<file path="src/rtl/md5_round_seq.sv">
// MD5 round sequencer: walks rounds 0..63, LANES rounds per step, and presents the
// per-round T constant, message-word index, rotate amount and boolean function select
// on registered outputs behind a valid/ready step handshake.
module md5_round_seq #(
  parameter int unsigned LANES = 1
) (
  input  logic                  clk_i,
  input  logic                  rst_ni,
  input  logic                  start_i,
  input  logic                  abort_i,
  input  logic                  ready_i,
  output logic                  valid_o,
  output logic                  last_o,
  output logic [5:0]            round_o,
  output logic [LANES*32-1:0]   t_o,
  output logic [LANES*4-1:0]    g_o,
  output logic [LANES*5-1:0]    s_o,
  output logic [LANES*2-1:0]    f_o,
  output logic                  busy_o,
  output logic                  done_o
);

  localparam int unsigned SW        = 6;
  localparam int unsigned STEPS     = 64 / LANES;
  localparam logic [SW-1:0] LastStep = SW'(STEPS - 1);

  typedef enum logic {StIdle, StRun} state_e;

  state_e              r_state, w_state_d;
  logic [SW-1:0]       r_step, w_step_d;
  logic                r_valid, r_last, r_busy, r_done;
  logic [5:0]          r_round;
  logic [LANES*32-1:0] r_t;
  logic [LANES*4-1:0]  r_g;
  logic [LANES*5-1:0]  r_s;
  logic [LANES*2-1:0]  r_f;

  logic                w_accept, w_present, w_done_d, w_last_d;
  logic [5:0]          w_round_d;
  logic [LANES*32-1:0] w_t_d;
  logic [LANES*4-1:0]  w_g_d;
  logic [LANES*5-1:0]  w_s_d;
  logic [LANES*2-1:0]  w_f_d;

  // T[r] = floor(abs(sin(r+1)) * 2^32)
  function automatic logic [31:0] t_lut(input logic [5:0] r);
    logic [31:0] t;
    case (r)
      6'd0:  t = 32'hd76aa478;  6'd1:  t = 32'he8c7b756;
      6'd2:  t = 32'h242070db;  6'd3:  t = 32'hc1bdceee;
      6'd4:  t = 32'hf57c0faf;  6'd5:  t = 32'h4787c62a;
      6'd6:  t = 32'ha8304613;  6'd7:  t = 32'hfd469501;
      6'd8:  t = 32'h698098d8;  6'd9:  t = 32'h8b44f7af;
      6'd10: t = 32'hffff5bb1;  6'd11: t = 32'h895cd7be;
      6'd12: t = 32'h6b901122;  6'd13: t = 32'hfd987193;
      6'd14: t = 32'ha679438e;  6'd15: t = 32'h49b40821;
      6'd16: t = 32'hf61e2562;  6'd17: t = 32'hc040b340;
      6'd18: t = 32'h265e5a51;  6'd19: t = 32'he9b6c7aa;
      6'd20: t = 32'hd62f105d;  6'd21: t = 32'h02441453;
      6'd22: t = 32'hd8a1e681;  6'd23: t = 32'he7d3fbc8;
      6'd24: t = 32'h21e1cde6;  6'd25: t = 32'hc33707d6;
      6'd26: t = 32'hf4d50d87;  6'd27: t = 32'h455a14ed;
      6'd28: t = 32'ha9e3e905;  6'd29: t = 32'hfcefa3f8;
      6'd30: t = 32'h676f02d9;  6'd31: t = 32'h8d2a4c8a;
      6'd32: t = 32'hfffa3942;  6'd33: t = 32'h8771f681;
      6'd34: t = 32'h6d9d6122;  6'd35: t = 32'hfde5380c;
      6'd36: t = 32'ha4beea44;  6'd37: t = 32'h4bdecfa9;
      6'd38: t = 32'hf6bb4b60;  6'd39: t = 32'hbebfbc70;
      6'd40: t = 32'h289b7ec6;  6'd41: t = 32'heaa127fa;
      6'd42: t = 32'hd4ef3085;  6'd43: t = 32'h04881d05;
      6'd44: t = 32'hd9d4d039;  6'd45: t = 32'he6db99e5;
      6'd46: t = 32'h1fa27cf8;  6'd47: t = 32'hc4ac5665;
      6'd48: t = 32'hf4292244;  6'd49: t = 32'h432aff97;
      6'd50: t = 32'hab9423a7;  6'd51: t = 32'hfc93a039;
      6'd52: t = 32'h655b59c3;  6'd53: t = 32'h8f0ccc92;
      6'd54: t = 32'hffeff47d;  6'd55: t = 32'h85845dd1;
      6'd56: t = 32'h6fa87e4f;  6'd57: t = 32'hfe2ce6e0;
      6'd58: t = 32'ha3014314;  6'd59: t = 32'h4e0811a1;
      6'd60: t = 32'hf7537e82;  6'd61: t = 32'hbd3af235;
      6'd62: t = 32'h2ad7d2bb;  6'd63: t = 32'heb86d391;
      default: t = 32'h0;
    endcase
    return t;
  endfunction

  // Message-word index; only r mod 16 matters since all arithmetic is mod 16
  function automatic logic [3:0] g_calc(input logic [5:0] r);
    logic [3:0] r4;
    logic [3:0] g;
    r4 = r[3:0];
    case (r[5:4])
      2'd0:    g = r4;
      2'd1:    g = r4 * 4'd5 + 4'd1;
      2'd2:    g = r4 * 4'd3 + 4'd5;
      default: g = r4 * 4'd7;
    endcase
    return g;
  endfunction

  // Rotate amount, selected by function group and r mod 4
  function automatic logic [4:0] s_calc(input logic [5:0] r);
    logic [4:0] s;
    case ({r[5:4], r[1:0]})
      4'h0: s = 5'd7;   4'h1: s = 5'd12;  4'h2: s = 5'd17;  4'h3: s = 5'd22;
      4'h4: s = 5'd5;   4'h5: s = 5'd9;   4'h6: s = 5'd14;  4'h7: s = 5'd20;
      4'h8: s = 5'd4;   4'h9: s = 5'd11;  4'ha: s = 5'd16;  4'hb: s = 5'd23;
      4'hc: s = 5'd6;   4'hd: s = 5'd10;  4'he: s = 5'd15;  default: s = 5'd21;
    endcase
    return s;
  endfunction

  assign w_accept = r_valid & ready_i;

  // Next state and step counter; abort beats start and accept
  always_comb begin
    w_state_d = r_state;
    w_step_d  = r_step;
    w_done_d  = 1'b0;
    if (abort_i) begin
      w_state_d = StIdle;
      w_step_d  = '0;
    end else begin
      case (r_state)
        StIdle: begin
          if (start_i) begin
            w_state_d = StRun;
            w_step_d  = '0;
          end
        end
        StRun: begin
          if (w_accept) begin
            if (r_last) begin
              w_state_d = StIdle;
              w_step_d  = '0;
              w_done_d  = 1'b1;
            end else begin
              w_step_d = r_step + 1'b1;
            end
          end
        end
        default: begin
          w_state_d = StIdle;
          w_step_d  = '0;
        end
      endcase
    end
  end

  assign w_present = (w_state_d == StRun);

  // Per-lane control for the step that will be presented next cycle; zero when idle
  always_comb begin
    logic [5:0] lane_r;
    w_t_d     = '0;
    w_g_d     = '0;
    w_s_d     = '0;
    w_f_d     = '0;
    w_round_d = '0;
    w_last_d  = 1'b0;
    lane_r    = '0;
    if (w_present) begin
      w_round_d = 6'(w_step_d * LANES);
      w_last_d  = (w_step_d == LastStep);
      for (int k = 0; k < int'(LANES); k++) begin
        lane_r            = 6'(w_step_d * LANES + 32'(k));
        w_t_d[32*k +: 32] = t_lut(lane_r);
        w_g_d[4*k +: 4]   = g_calc(lane_r);
        w_s_d[5*k +: 5]   = s_calc(lane_r);
        w_f_d[2*k +: 2]   = lane_r[5:4];
      end
    end
  end

  // State, counter and registered outputs
  always_ff @(posedge clk_i or negedge rst_ni) begin
    if (!rst_ni) begin
      r_state <= StIdle;
      r_step  <= '0;
      r_valid <= 1'b0;
      r_busy  <= 1'b0;
      r_last  <= 1'b0;
      r_done  <= 1'b0;
      r_round <= '0;
      r_t     <= '0;
      r_g     <= '0;
      r_s     <= '0;
      r_f     <= '0;
    end else begin
      r_state <= w_state_d;
      r_step  <= w_step_d;
      r_valid <= w_present;
      r_busy  <= w_present;
      r_last  <= w_last_d;
      r_done  <= w_done_d;
      r_round <= w_round_d;
      r_t     <= w_t_d;
      r_g     <= w_g_d;
      r_s     <= w_s_d;
      r_f     <= w_f_d;
    end
  end

  assign valid_o = r_valid;
  assign busy_o  = r_busy;
  assign last_o  = r_last;
  assign done_o  = r_done;
  assign round_o = r_round;
  assign t_o     = r_t;
  assign g_o     = r_g;
  assign s_o     = r_s;
  assign f_o     = r_f;

endmodule
</file>
<file path="config.mk">
export PLATFORM = sky130hd
export DESIGN_NAME = md5_round_seq
export DESIGN_NICKNAME = d
export VERILOG_FILES = /design/src/rtl/md5_round_seq.sv
export SDC_FILE = /design/constraint.sdc
export NUM_CORES = 1
export LEC_CHECK = 0
export CAP_MARGIN = 15
export CELL_PAD_IN_SITES_DETAIL_PLACEMENT = 1
export CELL_PAD_IN_SITES_GLOBAL_PLACEMENT = 1
export CORE_UTILIZATION = 46
export DETAILED_ROUTE_END_ITERATION = 6
export MAX_ROUTING_LAYER = met4
export PLACE_DENSITY_LB_ADDON = 0.2
export SYNTH_ARGS = -nofsm -noshare
export SYNTH_HDL_FRONTEND = slang
export SYNTH_SLANG_ARGS = --single-unit
</file>
<file path="constraint.sdc">
create_clock -name clk_i -period 8.9 [get_ports clk_i]
set_input_delay 1.335 -clock clk_i [delete_from_list [all_inputs] [get_ports clk_i]]
set_output_delay 1.335 -clock clk_i [all_outputs]
set_load 0.01 [all_outputs]
</file>
==> results.py, run 1 <==
metrics = {
    "run_status": {
        "status": "finished with violations",
        "violations": "DRC",
    },
    "yosys": {
        "synthArstFlopShare_pct": 100,
        "avgSynthCellArea_um2": 7.50,
        "synth_area_leaders": "dfrtp_1 26%, nand2_1 6.5%, a21oi_1 5.9%",
        "synth_fp_nets": 764,
        "synth.cell_area_mm2": 0.00549,
        "synth_top_area_share_pct": 25.5,
        "seq_area_frac_synth_pct": 25.5,
        "netlist_instances": 732,
        "synth_edf_count": 0,
        "ys_warn_count": 0,
        "synth-main-ff-cell": "dfrtp_1",
        "synth_common_cells": "95 x nand2_1, 65 x a21oi_1, 58 x o21ai_0",
        "ys_ff_latch": 56,
        "netlist.top_cell.by_area": "dfrtp_1",
        "synth_most_common_cell": "nand2_1",
        "ys_types": 85,
    },
    "die": {
        "rows": 39,
        "initial_utilization_pct": 47.7,
        "io_pins": 58,
        "die_h_um": 111,
        "die_x_um": 111,
        "core_mm2": 0.0115,
        "die_area_mm2": 0.0124,
    },
    "final_layout": {
        "layout.nets": 767,
        "n_fill_cell": 1445,
        "finalNonFillerCells": 880,
        "area_growth_pct": 11.8,
        "drive_above_1_share_pct": 7.61,
    },
    "detailed_routing": {
        "drtIter0Drc": 1153,
        "wl_met2_um": 11600,
        "drt-total-wl_um": 28500,
        "vias_per_cell": 7.89,
        "drt-met1-wl_um": 10400,
        "wl_per_cell_um": 32.4,
        "vias": 6940,
        "top_layer_used": "met4",
        "drc": 6,
        "wl_met3_um": 4230,
        "ant_nets": 0,
        "first_pass_iters": 7,
    },
    "setup_path": {
        "critPathLaunchType": "primary input",
        "critPathMaxStageDelay_ps": 840,
        "r2r_slack_ps": 4360,
        "path_max_fanout": 18,
        "reg2reg_to": "g_o[3]",
        "crit_slowest_cell": "ha_1",
        "crit_chain": "clkdlybuf4s50_1 -> or3b_1 -> nand3_1 -> nand2_1 -> buf_4 -> inv_2 -> ha_1 -> inv_1 -> fa_1 -> xnor2_1 -> xnor2_1 -> a221oi_1 -> a221oi_1",
        "end_kind": "flop",
        "cp_data_required_time_ps": 9110,
        "r2r-start": "busy_o",
        "worstSetupPathType": "primary input to flop",
        "reg2reg_depth": 12,
        "cp.arrival_ps": 5890,
    },
    "clock_network": {
        "cts_setup_buffers": 0,
        "cts_resized": 0,
        "clockBufferDepth": 2,
        "cts_hold_buffers": 0,
        "clock-root-buffer": "clkbuf_16",
        "clk_pin_slew_ps": 80,
        "clock_latency_ps": 310,
        "htree_levels": 2,
        "cts_buffers": 5,
        "cts_tree": "yes",
        "numClockSinks": 56,
    },
    "sta": {
        "worst_pin_slew_ps": 1160,
        "rsz0062_at_grt": "no",
        "hold_viol": 0,
        "fmax_ghz": 0.176,
        "fin_crit_ps": 5680,
        "setup_violations": 0,
        "fin_crit_sh_pct": 63.8,
        "tns_ps": 0,
        "slew_headroom_pct": 22.9,
        "maxSlewViolCount": 0,
        "skew_ps": 8.71,
    },
    "power": {
        "leakage_uw": 0.00239,
        "ir_worst_vdd_mv": 0.0743,
        "p_per_area_mw_per_mm2": 104,
    },
    "worst_hold_path": {
        "hp-start": "r_step[0]",
        "whs_path_depth": 2,
        "hp-class": "flop to flop",
        "whs_endpoint": "round_o[0]",
    },
    "placement": {
        "place_inst": 871,
        "gp_congestion": 1.08,
        "hpwl_um": 18100,
        "port_buffers": 57,
    },
    "global_routing": {
        "grt-ovfl-total": 0,
        "grt_pass1_vias": 6720,
        "grt_pass1_wl_um": 42600,
        "grt_max_degree": 64,
        "grt_use_total_pct": 47.2,
        "antenna_found_initial": 1,
    },
    "job": {
        "maxCapViolations": 0,
    },
}
[flip-flops by register name (all words and copies together), names as in the netlist, 2 cells and up]
signal,cells
t_o,32
f_o,2
r_step,6
s_o,5
g_o,4
round_o,4
[critical path: cells and delay by family]
kind	cells	cell delay, ps
AO/OA/AOI/OAI	2	440
XOR/XNOR	2	360
adder cells (fa/ha/maj)	2	1340
buffers and inverters	4	1770
AND/OR/NAND/NOR	3	620
[metrics by stage]
stage	utilization, %	power (uW)	instance area [um^2]	setup WS (ps)	hold slack [ps]
floorplan	-	340	5490	4700	593
global placement	51.7	398	5960	3120	647
detailed placement	51.8	400	5970	3000	675
CTS	53.3	634	6130	3360	685
global route	53.3	652	6140	3060	735
finish	53.3	638	6140	3220	693
[cells by family (layout without fill, tap and decap cells)]
logic type                 count (synthesis)  count (layout)  synth area share [%]
AOI/OAI and AO/OA                        284             284                  34.9
xor gates and xnor gates                  10              10                  1.60
adders and majority gates                 27              27                  6.43
buffers and inverters                     98             102                  8.66
DFF                                       56              56                  25.5
muxes                                      4               4                 0.775
other                                      0               1                     0
and+or+nand+nor                          253             253                  22.1
[how the worst max path moves through the flow]
stage                        from  cells past startpoint  endpoint
after floorplan           abort_i                     13    g_o[3]
after global placement    ready_i                     13    g_o[3]
after detailed placement  ready_i                     13    g_o[3]
after CTS                 ready_i                     13    g_o[3]
after global routing      ready_i                     13    g_o[3]
final                     ready_i                     13    g_o[3]
[layer usage]
layer / vias to the layer above / track usage, %
met5: - / -
li1: 2741 / -
met2: 696 / 65.1
met1: 3285 / 57.5
met4: 0 / 31.3
met3: 218 / 16.7
[power breakdown]
part           internal (uW)  total (uW)  leakage, uW  switching, uW
Clock                    133         236    0.0000808            103
Combinational           44.8         132      0.00156           87.1
Sequential               264         269     0.000751           5.42
Total                    442         638      0.00239            196
[layout make-up]
cell class	count	area, um^2	area share [%]
Clock inverter	2	35.0	0.571
Inverter	20	76.3	1.24
Multi-Input combinational cell	578	3620	58.9
Timing Repair Buffer	74	697	11.4
Clock buffer	6	129	2.10
Tap cell	143	179	2.92
Antenna cell	1	2.50	0.0408
Sequential cell	56	1400	22.8
[cell usage in the layout, fill, tap and decap left out, types with 6 or more instances in the layout]
cell / instances
nand2_1: 95
a21oi_1: 65
o21ai_0: 58
dfrtp_1: 56
clkdlybuf4s50_1: 56
nor2_1: 49
a31oi_1: 29
nor3_1: 26
ha_1: 25
nand3_1: 24
a211oi_1: 21
buf_4: 16
inv_1: 14
nor4_1: 14
o211ai_1: 12
o22ai_1: 11
a311oi_1: 9
xnor2_1: 8
and3_1: 6
a221oi_1: 6
Note: power is estimated with default switching activity, not from simulation.
==> run 2: changes to the inputs <==
--- a/config.mk
+++ b/config.mk
@@ -8,7 +8,7 @@
 export CAP_MARGIN = 15
 export CELL_PAD_IN_SITES_DETAIL_PLACEMENT = 1
 export CELL_PAD_IN_SITES_GLOBAL_PLACEMENT = 1
-export CORE_UTILIZATION = 46
+export CORE_UTILIZATION = 39
 export DETAILED_ROUTE_END_ITERATION = 6
 export MAX_ROUTING_LAYER = met4
 export PLACE_DENSITY_LB_ADDON = 0.2
==> constraint.sdc (replaced) <==
create_clock -name clk_i -period 4.6 [get_ports clk_i]
set_input_delay 0.69 -clock clk_i [delete_from_list [all_inputs] [get_ports clk_i]]
set_output_delay 0.69 -clock clk_i [all_outputs]
set_load 0.01 [all_outputs]
==> results.py, run 2 (synthesized netlist as in run 1, its figures left out) <==
metrics = {
    "job": {
        "maxCapViolations": 0,
    },
    "clock_network": {
        "cts_hold_buffers": 0,
        "cts_tree": "yes",
        "clk_pin_slew_ps": 80,
        "htree_levels": 2,
        "cts_setup_buffers": 0,
        "numClockSinks": 56,
        "clock_latency_ps": 320,
        "cts_resized": 0,
        "cts_buffers": 5,
        "clock-root-buffer": "clkbuf_16",
        "clockBufferDepth": 2,
    },
    "run_status": {
        "status": "finished with violations",
        "violations": "DRC",
    },
    "die": {
        "die_x_um": 121,
        "io_pins": 58,
        "die_area_mm2": 0.0146,
        "initial_utilization_pct": 40.7,
        "core_mm2": 0.0135,
        "die_h_um": 121,
        "rows": 42,
    },
    "sta": {
        "skew_ps": 10.8,
        "slew_headroom_pct": 31.2,
        "maxSlewViolCount": 0,
        "fin_crit_ps": 4300,
        "rsz0062_at_grt": "no",
        "hold_viol": 0,
        "worst_pin_slew_ps": 1020,
        "fin_crit_sh_pct": 93.6,
        "fin_hold_ws_ps": 535,
        "tns_ps": 0,
        "setup_violations": 0,
        "fmax_ghz": 0.232,
    },
    "global_routing": {
        "antenna_found_initial": 1,
        "grt_use_total_pct": 44.2,
        "grt_max_degree": 82,
        "grt_pass1_vias": 6875,
        "grt-ovfl-total": 0,
        "grt_pass1_wl_um": 45400,
    },
    "placement": {
        "hpwl_um": 21700,
        "port_buffers": 57,
        "gp_congestion": 1.10,
        "placed_cell_area_mm2": 0.00631,
    },
    "power": {
        "total_power_uw": 1270,
        "ir_worst_vdd_mv": 0.117,
        "p_sw_share_pct": 31.8,
        "p_seq_share_pct": 41.1,
        "p_per_area_mw_per_mm2": 196,
        "intPower_uw": 866,
        "p_switching_uw": 404,
        "p_clk_share_pct": 37.6,
        "comb_power_share_pct": 21.3,
        "leakage_uw": 0.00259,
    },
    "setup_path": {
        "r2r-start": "r_step[0]",
        "cp_data_required_time_ps": 4800,
        "worstSetupPathType": "primary input to flop",
        "end_kind": "flop",
        "path_max_fanout": 81,
        "cp.arrival_ps": 4500,
        "critPathLaunch": "ready_i",
        "critPathLaunchType": "primary input",
    },
    "detailed_routing": {
        "wl_per_cell_um": 32.3,
        "drc": 3,
        "vias_per_cell": 7.22,
        "ant_nets": 0,
        "first_pass_iters": 7,
        "vias": 6868,
        "drtIter0Drc": 938,
        "drt-total-wl_um": 30700,
    },
    "final_layout": {
        "final_area_mm2": 0.00648,
        "layout.nets": 805,
        "final_cell_mix": "95 x nand2_1, 65 x a21oi_1, 58 x o21ai_0",
        "area_growth_pct": 18.0,
        "drive_above_1_share_pct": 12.3,
        "layout_commonest_cell": "nand2_1",
        "largest_register_ffs": 32,
    },
    "worst_hold_path": {
        "hp-class": "primary input to asynchronous set/reset pin",
    },
}
-- run 2: critical path: stages --
cell	delay, ps
clkdlybuf4s50_1	620
and4bb_2	380
a22oi_4	280
nand2_2	290
inv_2	180
buf_12	310
nor3_1	160
o311ai_0	910
buf_4	230
a21oi_1	40
nor4_1	310
-- run 2: final timing paths --
path | end | slack [ps] | cells after the start
max | t_o[1] | 300 | 11
min | round_o[1] | 530 | 2
max reg2reg | t_o[1] | 610 | 11
min reg2reg | f_o[1] | 700 | 2
max in group asynchronous | t_o[27] | 3540 | 2
min in group clk_i | f_o[1] | 700 | 2
-- run 2: layer usage --
layer	up-vias	GRT usage, %	share of wire [%]
met5	-	-	0
met4	0	22.8	6.2
met3	156	12.5	11
met2	530	64.1	43
met1	3372	55.7	40
li1	2810	-	-
-- run 2: power groups by stage --
| stage | Sequential [uW] | Clock (uW) | Combinational (uW) |
|---|---|---|---|
| final | 522 | 478 | 270 |
| after global routing | 524 | 502 | 279 |
| after CTS | 522 | 480 | 261 |
| after detailed placement | 531 | 0 | 260 |
| after global placement | 531 | 0 | 257 |
| after floorplan | 537 | 0 | 121 |
-- run 2: area by class of cell --
| class | instances | area (um^2) |
|---|---|---|
| fill | 1658 | 7020 |
| clock inverter | 3 | 47.5 |
| timing repair buffer | 112 | 991 |
| multi-input combinational | 578 | 3620 |
| sequential | 56 | 1400 |
| clock buffer | 5 | 125 |
| antenna | 1 | 2.50 |
| inverter | 20 | 76.3 |
| tap | 176 | 220 |
-- run 2: per-stage QoR --
step,util (%),setup slack [ps],instances
4_1_cts,48.0,517,950
5_1_grt,48.0,338,951
2_1_floorplan,-,1050,732
6_report,48.0,295,951
3_3_place_gp,46.7,235,942
3_5_place_dp,46.7,189,942
==> run 3: changes to the inputs <==
--- a/config.mk
+++ b/config.mk
@@ -5,11 +5,13 @@
 export SDC_FILE = /design/constraint.sdc
 export NUM_CORES = 1
 export LEC_CHECK = 0
+export ABC_AREA = 1
 export CAP_MARGIN = 15
 export CELL_PAD_IN_SITES_DETAIL_PLACEMENT = 1
 export CELL_PAD_IN_SITES_GLOBAL_PLACEMENT = 1
-export CORE_UTILIZATION = 39
+export CORE_UTILIZATION = 40
 export DETAILED_ROUTE_END_ITERATION = 6
+export DONT_BUFFER_PORTS = 1
 export MAX_ROUTING_LAYER = met4
 export PLACE_DENSITY_LB_ADDON = 0.2
 export SYNTH_ARGS = -nofsm -noshare
==> results.py, run 3 <==
metrics = {
    "final_layout": {
        "num_antenna_cells": 0,
        "layout.nets": 868,
        "final_cell_mix": "346 x nand2_1, 144 x nand3_1, 66 x nor2_1",
        "area_growth_pct": 3.41,
        "layout_commonest_cell": "nand2_1",
        "postLayoutCoreUtil_pct": 42.8,
        "drive_above_1_share_pct": 6.69,
        "largest_register_ffs": 32,
        "final_area_mm2": 0.00547,
    },
    "clock_network": {
        "clock-root-buffer": "clkbuf_16",
        "cts_hold_buffers": 0,
        "clockBufferDepth": 2,
        "cts_setup_buffers": 0,
        "cts_tree": "yes",
        "cts_buffers": 5,
        "htree_levels": 2,
        "clk_pin_slew_ps": 80,
        "numClockSinks": 56,
        "cts_resized": 0,
        "clock_latency_ps": 320,
    },
    "power": {
        "leakage_uw": 0.00299,
        "p_per_area_mw_per_mm2": 209,
        "ir_worst_vdd_mv": 0.121,
    },
    "global_routing": {
        "antenna_found_initial": 0,
        "grt_pass1_vias": 6116,
        "grt_pass1_wl_um": 37900,
        "grt-ovfl-total": 0,
        "grt_use_total_pct": 39.7,
        "grt_max_degree": 69,
    },
    "setup_path": {
        "crit_slowest_cell": "dfrtp_1",
        "r2r_slack_ps": 1210,
        "critPathMaxStageDelay_ps": 580,
        "r2r-start": "busy_o",
        "reg2reg_depth": 14,
        "worstSetupPathType": "flop to flop",
        "path_max_fanout": 16,
        "critPathLaunch": "busy_o",
        "path_depth": 14,
        "cp-endpoint": "t_o[21]",
        "end_kind": "flop",
        "reg2reg_to": "t_o[21]",
        "critPathLaunchType": "flop",
        "cp_common_cell": "nand3_1",
        "cp_data_required_time_ps": 4810,
        "crit_chain": "nand2_2 -> inv_2 -> o21ai_0 -> nand2_2 -> inv_2 -> ha_1 -> inv_1 -> nand3_1 -> inv_1 -> nand2_1 -> nand3_1 -> nand2_1 -> nand3_1 -> nor2_1",
        "cp.arrival_ps": 3600,
        "cp_top_family": "simple AND/OR/NAND/NOR gates",
        "crit_buf_inv": 4,
    },
    "die": {
        "rows": 41,
        "die_area_mm2": 0.0137,
        "initial_utilization_pct": 41.4,
        "die_x_um": 117,
        "die_h_um": 117,
        "io_pins": 58,
        "core_mm2": 0.0128,
    },
    "placement": {
        "port_buffers": 0,
        "gp_congestion": 1.11,
        "placed_cell_area_mm2": 0.00532,
        "hpwl_um": 17900,
    },
    "detailed_routing": {
        "vias_per_cell": 6.16,
        "first_pass_iters": 5,
        "ant_nets": 0,
        "vias": 6212,
        "wl_per_cell_um": 25.0,
        "drtIter0Drc": 775,
        "drt-total-wl_um": 25200,
        "drc": 0,
    },
    "sta": {
        "slew_headroom_pct": 39.8,
        "fmax_ghz": 0.295,
        "worst_pin_slew_ps": 901,
        "fin_crit_sh_pct": 73.7,
        "fin_crit_ps": 3390,
        "maxSlewViolCount": 0,
        "hold_viol": 0,
        "tns_ps": 0,
        "skew_ps": 7.79,
        "rsz0062_at_grt": "no",
        "fin_hold_ws_ps": 61.7,
        "setup_violations": 0,
    },
    "yosys": {
        "netlist.top_cell.by_area": "dfrtp_1",
        "avgSynthCellArea_um2": 6.11,
        "synth_edf_count": 0,
        "synth.cell_area_mm2": 0.00529,
        "ys_types": 35,
        "netlist_instances": 865,
        "synth_most_common_cell": "nand2_1",
        "seq_area_frac_synth_pct": 26.5,
        "synth_fp_nets": 897,
        "synthArstFlopShare_pct": 100,
        "ys_ff_latch": 56,
        "synth-main-ff-cell": "dfrtp_1",
        "synth_common_cells": "347 x nand2_1, 144 x nand3_1, 67 x nor2_1",
        "synth_top_area_share_pct": 26.5,
        "synth_area_leaders": "dfrtp_1 27%, nand2_1 25%, nand3_1 14%",
        "ys_warn_count": 0,
    },
    "worst_hold_path": {
        "hp-class": "primary input to asynchronous set/reset pin",
    },
    "job": {
        "maxCapViolations": 0,
    },
    "run_status": {
        "status": "completed",
    },
}
run 3: changes by cell type in the layout (fill, tap and decap cells not counted), moves of 16 or more:
cell | previous run | this run
nand2_1 | 95 | 346
nand3_1 | 24 | 144
clkdlybuf4s50_1 | 56 | 0
buf_4 | 54 | 12
a21oi_1 | 65 | 24
a31oi_1 | 29 | 0
inv_1 | 14 | 42
nor3_1 | 26 | 3
a211oi_1 | 21 | 0
nor2_1 | 49 | 66
o21ai_0 | 58 | 42
run 3: worst min-delay path by stage:
stage	startpoint	to	slack [ps]
floorplan	rst_ni	busy_o	390
global placement	rst_ni	round_o[0]	400
detailed placement	rst_ni	round_o[2]	400
CTS	rst_ni	s_o[2]	50
global route	rst_ni	s_o[2]	50
finish	rst_ni	t_o[14]	60
run 3: cell families after synthesis:
kind of cell	synth area share (%)
simple gates	47.8
xor+xnor	0.663
buf+inv	9.70
fa+ha+maj	6.67
flops	26.5
compound gates	8.64
run 3: stage by stage:
step	instances	power, uW	worst slack [ps]
floorplan	865	660	1730
global placement	1001	726	1400
detailed placement	1001	726	1300
CTS	1009	1140	1320
global route	1009	1180	1070
finish	1009	1140	1210
run 3: cell type report:
cell class                 instances  area [um^2]
fill                            1754         7310
multi-input combinational        706         3390
sequential                        56         1400
tap                              172          215
inverter                          54          205
clock buffer                       5          125
timing repair buffer              13          110
clock inverter                     3         25.0
run 3: where the power goes:
part           internal, uW  total, uW  switching [uW]
Clock                   207        416             209
Sequential              511        531            20.0
Combinational          50.7        195             144
Total                   769       1140             373
run 3: layer usage:
metal / share of wire [%] / wire (um) / vias to the layer above / GRT usage, %
li1: - / - / 2721 / -
met1: 42 / 10500 / 2994 / 53.0
met2: 43 / 10800 / 409 / 56.8
met3: 10 / 2590 / 88 / 8.24
met4: 5.1 / 1280 / 0 / 19.5
met5: 0 / 0 / - / -
